===== src/rtl/vga_sync_monitor.sv =====
// Receive-side VGA timing checker: rebuilds h/v counts,
// tracks lock, flags faults and captures one probed pixel.
module vga_sync_monitor #(
  parameter int H_TOTAL     = 800,
  parameter int V_TOTAL     = 525,
  parameter int H_ACTIVE    = 640,
  parameter int V_ACTIVE    = 480,
  parameter int LOCK_FRAMES = 2,
  parameter int WDOG        = 1600
) (
  input  logic        clk_i,
  input  logic        rst_ni,
  input  logic        hs_i,
  input  logic        vs_i,
  input  logic        blank_n_i,
  input  logic [23:0] rgb_i,
  input  logic [9:0]  probe_x_i,
  input  logic [9:0]  probe_y_i,
  input  logic        err_clr_i,
  output logic        locked_o,
  output logic [9:0]  x_o,
  output logic [9:0]  y_o,
  output logic [9:0]  h_meas_o,
  output logic [9:0]  v_meas_o,
  output logic [15:0] frame_cnt_o,
  output logic [23:0] probe_rgb_o,
  output logic        probe_valid_o,
  output logic        err_o,
  output logic [2:0]  err_code_o
);

  localparam int WDW = (WDOG > 2) ? $clog2(WDOG) : 1;
  localparam logic [9:0] HT = 10'(H_TOTAL);
  localparam logic [9:0] VT = 10'(V_TOTAL);
  localparam logic [9:0] HA = 10'(H_ACTIVE);
  localparam logic [9:0] VA = 10'(V_ACTIVE);
  localparam logic [3:0] LF = 4'(LOCK_FRAMES);
  localparam logic [WDW-1:0] WD_MAX = WDW'(WDOG - 1);

  typedef enum logic [1:0] {
    SEARCH  = 2'd0,
    MEASURE = 2'd1,
    LOCKED  = 2'd2
  } state_t;

  function automatic logic [9:0] sat_inc(input logic [9:0] v);
    return (v == 10'h3FF) ? v : v + 10'd1;
  endfunction

  logic        hs_q, hs_qq, vs_q, vs_qq, blank_q;
  logic [23:0] rgb_q;
  logic        hs_fall, vs_fall;

  logic [9:0]  hcnt, acnt, vcnt, lines_act, ycnt;
  logic        line_valid, frame_bad, probe_done;
  logic [WDW-1:0] wd;

  state_t      state, state_d;
  logic [3:0]  good, good_d;
  logic [2:0]  err_set;

  logic [9:0]  h_len, vcnt_n, lines_act_n;
  logic        act_line, line_bad, frame_bad_n;
  logic        frame_ok, wd_trip, hit;

  // Sample the pins, then register the sync falls one more stage
  always_ff @(posedge clk_i or negedge rst_ni) begin
    if (!rst_ni) begin
      hs_q    <= 1'b0;
      hs_qq   <= 1'b0;
      vs_q    <= 1'b0;
      vs_qq   <= 1'b0;
      blank_q <= 1'b0;
      rgb_q   <= '0;
      hs_fall <= 1'b0;
      vs_fall <= 1'b0;
    end else begin
      hs_q    <= hs_i;
      hs_qq   <= hs_q;
      vs_q    <= vs_i;
      vs_qq   <= vs_q;
      blank_q <= blank_n_i;
      rgb_q   <= rgb_i;
      hs_fall <= ~hs_q & hs_qq;
      vs_fall <= ~vs_q & vs_qq;
    end
  end

  // Line/frame figures as they stand once the current line closes
  always_comb begin
    h_len       = sat_inc(hcnt);
    act_line    = hs_fall & (acnt == HA);
    line_bad    = hs_fall & line_valid &
                  ((h_len != HT) | ((acnt != 10'd0) & (acnt != HA)));
    vcnt_n      = hs_fall ? sat_inc(vcnt) : vcnt;
    lines_act_n = act_line ? sat_inc(lines_act) : lines_act;
    frame_bad_n = frame_bad | line_bad;
    frame_ok    = ~frame_bad_n & (vcnt_n == VT) & (lines_act_n == VA);
    wd_trip     = (state != SEARCH) & ~hs_fall & (wd == WD_MAX);
    hit         = blank_q & ~probe_done &
                  (acnt == probe_x_i) & (ycnt == probe_y_i);
  end

  // Horizontal counters and line-length measurement
  always_ff @(posedge clk_i or negedge rst_ni) begin
    if (!rst_ni) begin
      hcnt       <= '0;
      acnt       <= '0;
      line_valid <= 1'b0;
      h_meas_o   <= '0;
    end else begin
      if (hs_fall) begin
        hcnt <= '0;
        acnt <= {9'd0, blank_q};
        if (line_valid) h_meas_o <= h_len;
      end else begin
        hcnt <= sat_inc(hcnt);
        if (blank_q) acnt <= sat_inc(acnt);
      end
      if (wd_trip) line_valid <= 1'b0;
      else if (hs_fall) line_valid <= 1'b1;
    end
  end

  // Vertical counters, frame-height measurement and frame count
  always_ff @(posedge clk_i or negedge rst_ni) begin
    if (!rst_ni) begin
      vcnt        <= '0;
      lines_act   <= '0;
      frame_bad   <= 1'b0;
      ycnt        <= '0;
      v_meas_o    <= '0;
      frame_cnt_o <= '0;
    end else if (vs_fall) begin
      vcnt      <= '0;
      lines_act <= '0;
      frame_bad <= 1'b0;
      ycnt      <= '0;
      v_meas_o  <= vcnt_n;
      if (state != SEARCH) frame_cnt_o <= frame_cnt_o + 16'd1;
    end else begin
      vcnt      <= vcnt_n;
      lines_act <= lines_act_n;
      frame_bad <= frame_bad_n;
      if (act_line) ycnt <= sat_inc(ycnt);
    end
  end

  // Active-pixel coordinates and the single-pixel probe
  always_ff @(posedge clk_i or negedge rst_ni) begin
    if (!rst_ni) begin
      x_o           <= '0;
      y_o           <= '0;
      probe_rgb_o   <= '0;
      probe_valid_o <= 1'b0;
      probe_done    <= 1'b0;
    end else begin
      if (blank_q) begin
        x_o <= acnt;
        y_o <= ycnt;
      end
      probe_valid_o <= hit;
      if (hit) probe_rgb_o <= rgb_q;
      if (vs_fall) probe_done <= 1'b0;
      else if (hit) probe_done <= 1'b1;
    end
  end

  // Clocks since the last hs fall, idle while searching
  always_ff @(posedge clk_i or negedge rst_ni) begin
    if (!rst_ni) begin
      wd <= '0;
    end else if ((state == SEARCH) | hs_fall) begin
      wd <= '0;
    end else if (wd != WD_MAX) begin
      wd <= wd + 1'b1;
    end
  end

  // FSM state and clean-frame counter
  always_ff @(posedge clk_i or negedge rst_ni) begin
    if (!rst_ni) begin
      state <= SEARCH;
      good  <= '0;
    end else begin
      state <= state_d;
      good  <= good_d;
    end
  end

  // FSM next state and fault causes
  always_comb begin
    state_d = state;
    good_d  = good;
    err_set = 3'b000;
    unique case (1'b1)
      (state == SEARCH): begin
        good_d = '0;
        if (vs_fall) state_d = MEASURE;
      end
      (state == MEASURE): begin
        if (vs_fall) begin
          if (!frame_ok) begin
            good_d = '0;
          end else if (good + 4'd1 >= LF) begin
            state_d = LOCKED;
            good_d  = '0;
          end else begin
            good_d = good + 4'd1;
          end
        end
      end
      (state == LOCKED): begin
        if (line_bad | (vs_fall & ~frame_ok)) begin
          state_d    = MEASURE;
          good_d     = '0;
          err_set[0] = line_bad;
          err_set[1] = vs_fall &
                       ((vcnt_n != VT) | (lines_act_n != VA));
        end
      end
      default: begin
        state_d = SEARCH;
        good_d  = '0;
      end
    endcase
    if (wd_trip) begin
      state_d    = SEARCH;
      good_d     = '0;
      err_set[2] = 1'b1;
    end
  end

  // FSM output
  always_comb begin
    locked_o = (state == LOCKED);
  end

  // Sticky fault flags; a new fault beats a clear in the same cycle
  always_ff @(posedge clk_i or negedge rst_ni) begin
    if (!rst_ni) begin
      err_o      <= 1'b0;
      err_code_o <= '0;
    end else begin
      err_o      <= (err_clr_i ? 1'b0 : err_o) | (|err_set);
      err_code_o <= (err_clr_i ? 3'b000 : err_code_o) | err_set;
    end
  end

endmodule


===== config.mk =====
export PLATFORM = sky130hd
export DESIGN_NAME = vga_sync_monitor
export DESIGN_NICKNAME = d
export VERILOG_FILES = /design/src/rtl/vga_sync_monitor.sv
export SDC_FILE = /design/constraint.sdc
export NUM_CORES = 1
export LEC_CHECK = 0
export ABC_AREA = 1
export CORE_MARGIN = 2
export CORE_UTILIZATION = 38
export CTS_BUF_LIST = sky130_fd_sc_hd__clkbuf_16
export DETAILED_ROUTE_END_ITERATION = 6
export PLACE_DENSITY = 0.68
export SETUP_SLACK_MARGIN = 0.02
export SYNTH_ARGS = -nofsm -noshare
export SYNTH_HDL_FRONTEND = slang
export SYNTH_SLANG_ARGS = --single-unit

===== constraint.sdc =====
create_clock -name clk_i -period 4.9 [get_ports clk_i]
set_input_delay 0.735 -clock clk_i [delete_from_list [all_inputs] [get_ports clk_i]]
set_output_delay 0.735 -clock clk_i [all_outputs]
set_load 0.1 [all_outputs]

==> results.ini, run 1 <==
[finish]
antenna_cells=0
fill_cells=2159
layout_commonest_cell=nand2_1
fin_nets=1202
syn_to_final_growth_pct=26.4
drive_gt1_share_pct=7.62
layout_common_cells=275 x nand2_1, 186 x dfrtp_1, 134 x clkdlybuf4s50_1

[sta]
setup_violations=0
relSlewSlack_pct=32.3
fin_skew_ns=0.0120
fin_crit_ns=3.08
tightestPinTransition_ns=1.01
finalCritPeriodShare_pct=62.8
setup-tns-final_ns=0
hold_viol=0
rsz0062_at_grt=no
drv_slew=0
max_freq_mhz=325

[clock_tree]
cts.sinks=186
clk_pin_slew_ns=0.07
clock-root-buffer=clkbuf_16
ctsHoldBuffers=0
clock_latency_ns=0.43
cts_max_path_buffers=2
ctsResizeCount=0
cts_tree=done
postCtsSetupBuffers=0
cts_max_level=4
numCtsBuffers=17

[synthesis]
syn_nets=1065
synth_mux_area_share_pct=0
synth_edf_count=0
syn_area_um2=8610
synthArstFlopShare_pct=100
syn_inst=1005
ys.flop_type=dfrtp_1
synth.distinct_cells=45
synthSimpleGateAreaFrac_pct=26.9
ys.warnings.count=0
syn_area_per_cell_um2=8.57
synth_top_family_by_area=simple AND/OR/NAND/NOR gates
synth-xor-area-share_pct=3.05
seq_area_frac_synth_pct=54.0
synth_seq_cells=186
synth_compound_area_share_pct=8.41
synthAdderAreaFrac_pct=1.45

[pwr]
p_sw_mw=1.41
pwr-share-seq_pct=42.7
p_int_mw=2.61
combPwrFrac_pct=22.1
power.total_mw=4.02
switching_share_pct=35.1
clockPowerShare_pct=35.2
powerDensity_nw_per_um2=369
p_leak_nw=5.04
vdd_drop_max_v=0.000398

[die]
fp.dieArea_um2=23900
pin_count=136
die_h_um=155
rows=55
coreArea_um2=22400
initial_core_util_pct=38.4
die_x_um=155

[drt]
routed_via_density=4.78
wl_per_cell_um=13.2
drc_errors=0
vias=6877
wl_mm=19.0
antenna_left=0
drt_iter0_markers=378
dr.pass1.iters=5

[min_path]
hp-class=register to register
hold_path_depth=0
worstHoldStart=vs_q$_DFF_PN0_
hold_end=vs_qq$_DFF_PN0_

[global_routing]
grt_antenna_before_repair=0
grt_pass1_wl_mm=32.6
grt_start_max_net_pins=120
grt-ovfl-total=0
first_global_vias=6949
grtUsageTotal_pct=16.8

[setup_path]
worstSetupEndpointType=primary output
required_ns=4.16
worstRegToRegCells=16
worst_ep_arrival_time_ns=2.34
r2r_slack_ns=2.21
critPathMaxFanout=5
start_kind=register
r2r-end=state[0]$_DFFE_PN0P_
reg2reg_from=hs_fall$_DFF_PN0_
crit_type=register to primary output

[place]
port_buffers=135
place_congestion=0.858
hpwl_mm=13.7

[job]
max_cap_viol_count=0

[run_status]
status=finished clean

synthesized netlist by cell type, types with 5 or more instances:
library cell,n,share of area (%)
ha_1,10,1.5
inv_2,7,0.31
nand3_1,51,3.0
a31oi_1,6,0.44
nor3_1,13,0.76
buf_2,5,0.29
a211oi_1,5,0.44
nor2_1,110,4.8
nor2_4,9,1.2
xor2_1,18,1.8
nand4_1,18,1.3
nand3_2,8,0.93
nor2_2,7,0.51
a21oi_1,29,1.7
nand2_2,6,0.44
nand2_1,275,12
inv_1,105,4.6
o21ai_0,64,3.7
xnor2_1,12,1.2
o21ai_1,5,0.29
clkbuf_1,13,0.57
dfrtp_1,186,54
area by class of cell:
class                   count  area (um2)  share of cell area, %
well taps                 285         357                   3.27
repair buffers            140        1410                   12.9
clock inverters            15         195                   1.79
multi-input cells         683        3430                   31.5
flip-flops and latches    186        4650                   42.7
clock buffers              17         425                   3.91
inverters                 114         428                   3.93
stage by stage:
step | instances | util (%) | setup WS (ns) | instance area [um2] | hold slack [ns]
after floorplan | 1005 | - | 2.35 | 8610 | 0.354
after global placement | 1408 | 45.8 | 1.66 | 10300 | 0.376
after detailed placement | 1408 | 45.8 | 1.62 | 10300 | 0.379
after CTS | 1440 | 48.6 | 1.79 | 10900 | 0.397
after global routing | 1440 | 48.6 | 1.72 | 10900 | 0.410
final | 1440 | 48.6 | 1.82 | 10900 | 0.390
state kept, by name (all words and copies together) (netlist names), 2 cells and up:
register / cells
probe_rgb_o: 24
rgb_q: 24
frame_cnt_o: 16
wd: 11
acnt: 10
h_meas_o: 10
hcnt: 10
lines_act: 10
v_meas_o: 10
vcnt: 10
x_o: 10
y_o: 10
ycnt: 10
good: 4
err_code_o: 3
state: 2
cells by family (layout without fill, tap and decap cells):
kind of cell | after synthesis | count (layout)
buffers and inverters | 136 | 286
DFF | 186 | 186
xor gates and xnor gates | 30 | 30
AOI/OAI and AO/OA | 128 | 128
and+or+nand+nor | 515 | 515
adders and majority gates | 10 | 10
per-layer routing:
layer	global-route usage, %	routed length [um]	vias to the layer above
li1	-	-	3494
met1	22.0	8910	3213
met2	27.1	8920	151
met3	4.48	965	19
met4	5.34	242	0
met5	0	0	-
worst max-delay path, stage by stage, from the launching register on:
cell and delay [ns]:
dfrtp_1 0.42, nor2_1 0.29, clkdlybuf4s50_1 1.20
power by group through the flow:
stage	logic (mW)	clock network, mW	registers (mW)
3_3_place_gp	0.885	0	1.74
2_1_floorplan	0.293	0	2.08
5_1_grt	0.962	1.54	1.73
3_5_place_dp	0.896	0	1.75
6_report	0.889	1.41	1.72
4_1_cts	0.899	1.46	1.72
worst max-delay path by stage:
stage / from / end / slack (ns)
floorplan: state[0]$_DFFE_PN0P_ / good[0]$_DFFE_PN0P_ / 2.35
global placement: probe_x_i[6] / probe_rgb_o[10]$_DFFE_PN0P_ / 1.66
detailed placement: probe_y_i[5] / probe_rgb_o[11]$_DFFE_PN0P_ / 1.62
CTS: state[0]$_DFFE_PN0P_ / locked_o / 1.79
global route: state[0]$_DFFE_PN0P_ / locked_o / 1.72
finish: state[0]$_DFFE_PN0P_ / locked_o / 1.82
Power figures use the tool's default switching activity.
==> inputs of run 2 (changes only) <==
==> constraint.sdc (replaced) <==
create_clock -name clk_i -period 3.2 [get_ports clk_i]
set_input_delay 0.48 -clock clk_i [delete_from_list [all_inputs] [get_ports clk_i]]
set_output_delay 0.48 -clock clk_i [all_outputs]
set_load 0.1 [all_outputs]
==> results.ini, run 2 (synthesized netlist as in run 1, its figures left out) <==
[sta]
hold_viol=0
fin_skew_ns=0.0117
relSlewSlack_pct=34.8
max_freq_mhz=406
setup-tns-final_ns=0
setup_violations=0
fin_crit_ns=2.47
tightestPinTransition_ns=0.974
rsz0062_at_grt=no
finalCritPeriodShare_pct=77.1
hold_ws_ns=0.0452
fin_ws_ns=0.734
drv_slew=0

[setup_path]
slowest_delay_ns=0.40
required_ns=3.51
critPathMaxFanout=14
crit_path_frequent_cell=nand2_1
cpMaxStageDelayCell=dfrtp_1
crit_family=simple AND/OR/NAND/NOR gates
cp_num_buf_inv=0
crit_type=register to register
path_cells=ha_1, nand2_1, nor2_4, nand3_2, nand2_1, nand2_1, nor2_1, nand3_1, nor2_2, nor2_4, nor2_2, nand3_1, nand2_1, nand3_1, nand2_1, nand2_1
start_kind=register
worst_ep_arrival_time_ns=2.78
worstSetupEndpointType=register

[job]
max_cap_viol_count=0

[place]
placed_cells=1411
place_congestion=0.840
port_buffers=135
hpwl_mm=13.8
place_ws_ns=0.680

[pwr]
p_int_mw=3.92
clockPowerShare_pct=34.0
p_sw_mw=2.07
power.total_mw=5.99
p_leak_nw=5.17
vdd_drop_max_v=0.000600
pwr-share-seq_pct=43.9
switching_share_pct=34.5
powerDensity_nw_per_um2=561
combPwrFrac_pct=22.1

[die]
die_x_um=155
rows=55
pin_count=136
fp.dieArea_um2=23900
initial_core_util_pct=38.4
coreArea_um2=22400
die_h_um=155

[global_routing]
grt_pass1_wl_mm=32.6
grt_start_max_net_pins=74
use_met3_pct=4.46
grt_util_met2_pct=27.3
busiest_layer=met2
grt-ovfl-total=0
grtUsageTotal_pct=16.7
first_global_vias=6857
grt_use_met1_pct=22.0
grt_antenna_before_repair=0

[clock_tree]
postCtsSetupBuffers=0
cts_max_path_buffers=2
ctsResizeCount=0
cts_max_level=4
ctsHoldBuffers=0
clk_pin_slew_ns=0.08
clock_latency_ns=0.42
numCtsBuffers=17
clock-root-buffer=clkbuf_16
cts_tree=done
cts.sinks=186

[finish]
antenna_cells=0
stdcell_count=1443
top_regs=probe_rgb_o (24), rgb_q (24), frame_cnt_o (16)
syn_to_final_growth_pct=23.9
drive_gt1_share_pct=14.0
layout_commonest_cell=nand2_1
layout_common_cells=275 x nand2_1, 186 x dfrtp_1, 110 x nor2_1
fin_nets=1205

[drt]
wl_per_cell_um=13.2
antenna_left=0
wl_mm=19.0
vias=6865
drc_errors=0
dr.pass1.iters=4
drt_iter0_markers=294
routed_via_density=4.76

[run_status]
status=finished clean

[min_path]
hp-class=input port to asynchronous set/reset pin

run 2: cell count changes in the layout (fill, tap and decap cells not counted), sizes merged:
cell	previous run	this run
buf	5	82
clkdlybuf4s50	134	60
clkinv	9	3
clkinvlp	0	3
inv	119	122
run 2: stage by stage:
step | cell area, um2 | util, %
2_1_floorplan | 8610 | -
3_3_place_gp | 10100 | 45.1
3_5_place_dp | 10100 | 45.1
4_1_cts | 10700 | 47.6
5_1_grt | 10700 | 47.6
6_report | 10700 | 47.6
run 2: worst paths after layout:
kind / startpoint / to / slack (ns) / cells after the start
worst max-delay path: hcnt[0]$_DFF_PN0_ / state[0]$_DFFE_PN0P_ / 0.73 / 16
worst min-delay path: rst_ni / x_o[3]$_DFFE_PN0P_ / 0.05 / 1
worst max register to register: hcnt[0]$_DFF_PN0_ / state[0]$_DFFE_PN0P_ / 0.73 / 16
worst min register to register: hs_q$_DFF_PN0_ / hs_qq$_DFF_PN0_ / 0.39 / 0
max in group asynchronous: rst_ni / rgb_q[14]$_DFF_PN0_ / 2.29 / 2
min in group clk_i: hs_q$_DFF_PN0_ / hs_qq$_DFF_PN0_ / 0.39 / 0
run 2: cell type report:
cell class | instances | area, um2
tap | 285 | 357
sequential | 186 | 4650
multi-input combinational | 683 | 3430
fill | 2166 | 11800
clock buffer | 17 | 425
timing repair buffer | 143 | 1240
inverter | 114 | 428
clock inverter | 15 | 139
run 2: per-layer routing:
metal / wire length (um) / part of all wire, %
met1: 9040 / 48
met2: 8930 / 47
met3: 807 / 4.2
met4: 225 / 1.2
met5: 0 / 0
run 2: worst reg2reg max path: cells and delay by family, from the launching register on:
kind,cells,cell delay (ns)
and+or+nand+nor,15,1.76
adders and majority gates,1,0.18
DFF,1,0.40
run 2: power groups by stage:
| stage | Sequential (mW) | Combinational, mW | Clock (mW) |
|---|---|---|---|
| after floorplan | 3.18 | 0.448 | 0 |
| after global placement | 2.67 | 1.33 | 0 |
| after detailed placement | 2.67 | 1.34 | 0 |
| after CTS | 2.63 | 1.34 | 2.10 |
| after global routing | 2.65 | 1.44 | 2.21 |
| final | 2.63 | 1.33 | 2.04 |
==> inputs of run 3 (changes only) <==
--- a/config.mk
+++ b/config.mk
@@ -10,7 +10,7 @@
 export CORE_UTILIZATION = 38
 export CTS_BUF_LIST = sky130_fd_sc_hd__clkbuf_16
 export DETAILED_ROUTE_END_ITERATION = 6
-export PLACE_DENSITY = 0.68
+export PLACE_DENSITY = 0.7
 export SETUP_SLACK_MARGIN = 0.02
 export SYNTH_ARGS = -nofsm -noshare
 export SYNTH_HDL_FRONTEND = slang
==> constraint.sdc (replaced) <==
create_clock -name clk_i -period 2.18 [get_ports clk_i]
set_input_delay 0.327 -clock clk_i [delete_from_list [all_inputs] [get_ports clk_i]]
set_output_delay 0.327 -clock clk_i [all_outputs]
set_load 0.1 [all_outputs]
==> results.ini, run 3 (synthesized netlist as in run 1, its figures left out) <==
[run_status]
status=finished clean

[clock_tree]
clock-root-buffer=clkbuf_16
clk_pin_slew_ns=0.07
numCtsBuffers=17
cts.sinks=186
cts_max_level=4
cts_tree=done
clock_latency_ns=0.43
cts_max_path_buffers=2

[place]
placed_cells=1481
place_congestion=0.843
port_buffers=135
place_ws_ns=-0.0453
hpwl_mm=14.8

[die]
coreArea_um2=22400
fp.dieArea_um2=23900
pin_count=136
die_h_um=155
initial_core_util_pct=38.4
die_x_um=155
rows=55

[drt]
vias=7234
wl_mm=20.2
antenna_left=0
drc_errors=0
dr.pass1.iters=5
drt_iter0_markers=377
routed_via_density=4.76
wl_per_cell_um=13.3

[sta]
hold_viol=0
tightestPinTransition_ns=0.580
rsz0062_at_grt=yes
drv_slew=0
finalCritPeriodShare_pct=99.8
max_freq_mhz=460
setup_violations=0
relSlewSlack_pct=61.3
fin_ws_ns=0.00388
fin_skew_ns=0.0113
fin_crit_ns=2.18

[setup_path]
worst_ep_arrival_time_ns=2.49
worstSetupEndpointType=register
r2r_slack_ns=0.004
worstRegToRegCells=18
start_kind=register
r2r-end=state[0]$_DFFE_PN0P_
critPathMaxFanout=3
reg2reg_from=lines_act[0]$_DFF_PN0_
required_ns=2.50
crit_type=register to register

[pwr]
p_int_mw=6.12
powerDensity_nw_per_um2=804
p_leak_nw=5.60
vdd_drop_max_v=0.00107
switching_share_pct=33.7
combPwrFrac_pct=23.6
clockPowerShare_pct=34.4
pwr-share-seq_pct=41.9
p_sw_mw=3.11
power.total_mw=9.23

[finish]
drive_gt1_share_pct=23.8
fin_util_pct=51.2
top_regs=probe_rgb_o (24), rgb_q (24), frame_cnt_o (16)
antenna_cells=0
stdcell_count=1521
layout_common_cells=268 x nand2_1, 180 x dfrtp_1, 164 x buf_4
fin_nets=1283
layout_commonest_cell=nand2_1
syn_to_final_growth_pct=33.4

[min_path]
worstHoldStart=rgb_i[1]
hold_path_depth=1
hold_end=rgb_q[1]$_DFF_PN0_
hp-class=input port to register

[global_routing]
grt_util_met2_pct=28.8
busiest_layer=met2
grt_start_max_net_pins=66
grt_use_met1_pct=23.2
use_met3_pct=3.73
first_global_vias=7274
grt_antenna_before_repair=0
grt-ovfl-total=0
grtUsageTotal_pct=17.5
grt_pass1_wl_mm=34.3

[job]
max_cap_viol_count=0

[run 3: changes by cell type in the layout (fill, tap and decap cells not counted), moves of 6 or more]
cell / before / now
nand2_2: 6 / 12
nor2_2: 7 / 15
nand2_1: 275 / 268
dfrtp_2: 0 / 6
nand3_2: 8 / 16
dfrtp_1: 186 / 180
buf_4: 81 / 164
nand3_1: 51 / 43
nor2_1: 110 / 97
clkdlybuf4s50_1: 60 / 48
[run 3: worst max-delay path, stage by stage (launching register included)]
cell and delay (ns):
dfrtp_1 0.38, ha_1 0.22, nand2_1 0.10, buf_4 0.11, inv_1 0.04, nand2_1 0.13
nor2_4 0.07, nand3_1 0.09, nand2_1 0.08, nand2_2 0.08, nand2_1 0.06, nor2_2 0.10
nand3_2 0.11, nor2_4 0.14, nand3_1 0.09, nand2_2 0.09, nand3_1 0.08, nand2_1 0.06
nand2_1 0.05
[run 3: per-stage QoR]
step / setup TNS [ns] / instance area (um2) / hold slack (ns)
floorplan: 0 / 8620 / 0.0314
global route: -0.738 / 11500 / 0.320
finish: 0 / 11500 / 0.329
detailed placement: -0.656 / 10600 / 0.373
CTS: 0 / 11400 / 0.314
global placement: -0.0226 / 10600 / 0.366
[run 3: power by group through the flow]
stage | logic [mW] | registers (mW) | clock network [mW]
floorplan | 0.660 | 4.68 | 0
global placement | 2.12 | 3.91 | 0
detailed placement | 2.14 | 3.92 | 0
CTS | 2.19 | 3.86 | 3.27
global route | 2.36 | 3.90 | 3.41
finish | 2.18 | 3.87 | 3.18
[run 3: area by class of cell]
class                           instances  area, um2
Fill cell                            2082      10900
Tap cell                              285        357
Timing Repair Buffer                  220       1830
Sequential cell                       186       4660
Clock buffer                           17        425
Inverter                              114        428
Multi-Input combinational cell        684       3620
Clock inverter                         15        170
[run 3: worst max-delay path by stage]
| stage | startpoint | end | slack, ns | cells after the start |
|---|---|---|---|---|
| 5_1_grt | vcnt[0]$_DFF_PN0_ | state[0]$_DFFE_PN0P_ | -0.15 | 17 |
| 2_1_floorplan | frame_cnt_o[3]$_DFFE_PN0P_ | frame_cnt_o[14]$_DFFE_PN0P_ | 0.04 | 7 |
| 4_1_cts | hcnt[1]$_DFF_PN0_ | state[0]$_DFFE_PN0P_ | 0.02 | 16 |
| 6_report | lines_act[0]$_DFF_PN0_ | state[0]$_DFFE_PN0P_ | 0.004 | 18 |
| 3_3_place_gp | lines_act[0]$_DFF_PN0_ | state[0]$_DFFE_PN0P_ | -0.02 | 15 |
| 3_5_place_dp | probe_y_i[2] | probe_rgb_o[13]$_DFFE_PN0P_ | -0.05 | 9 |
[run 3: layer usage]
layer  routed length [um]  part of all wire [%]
met5                    0                     0
met4                  351                   1.7
met3                  833                   4.1
met2                 9650                    48
met1                 9350                    46
[run 3: what timing repair did]
item                                    CTS  global route
hold buffers                              1             0
endpoints found under the setup margin    4            16
setup buffers                             3             3
pin swaps                                19            27
cloned                                    1             0
gates resized for setup                  27            25
endpoints found under the hold margin    59             0
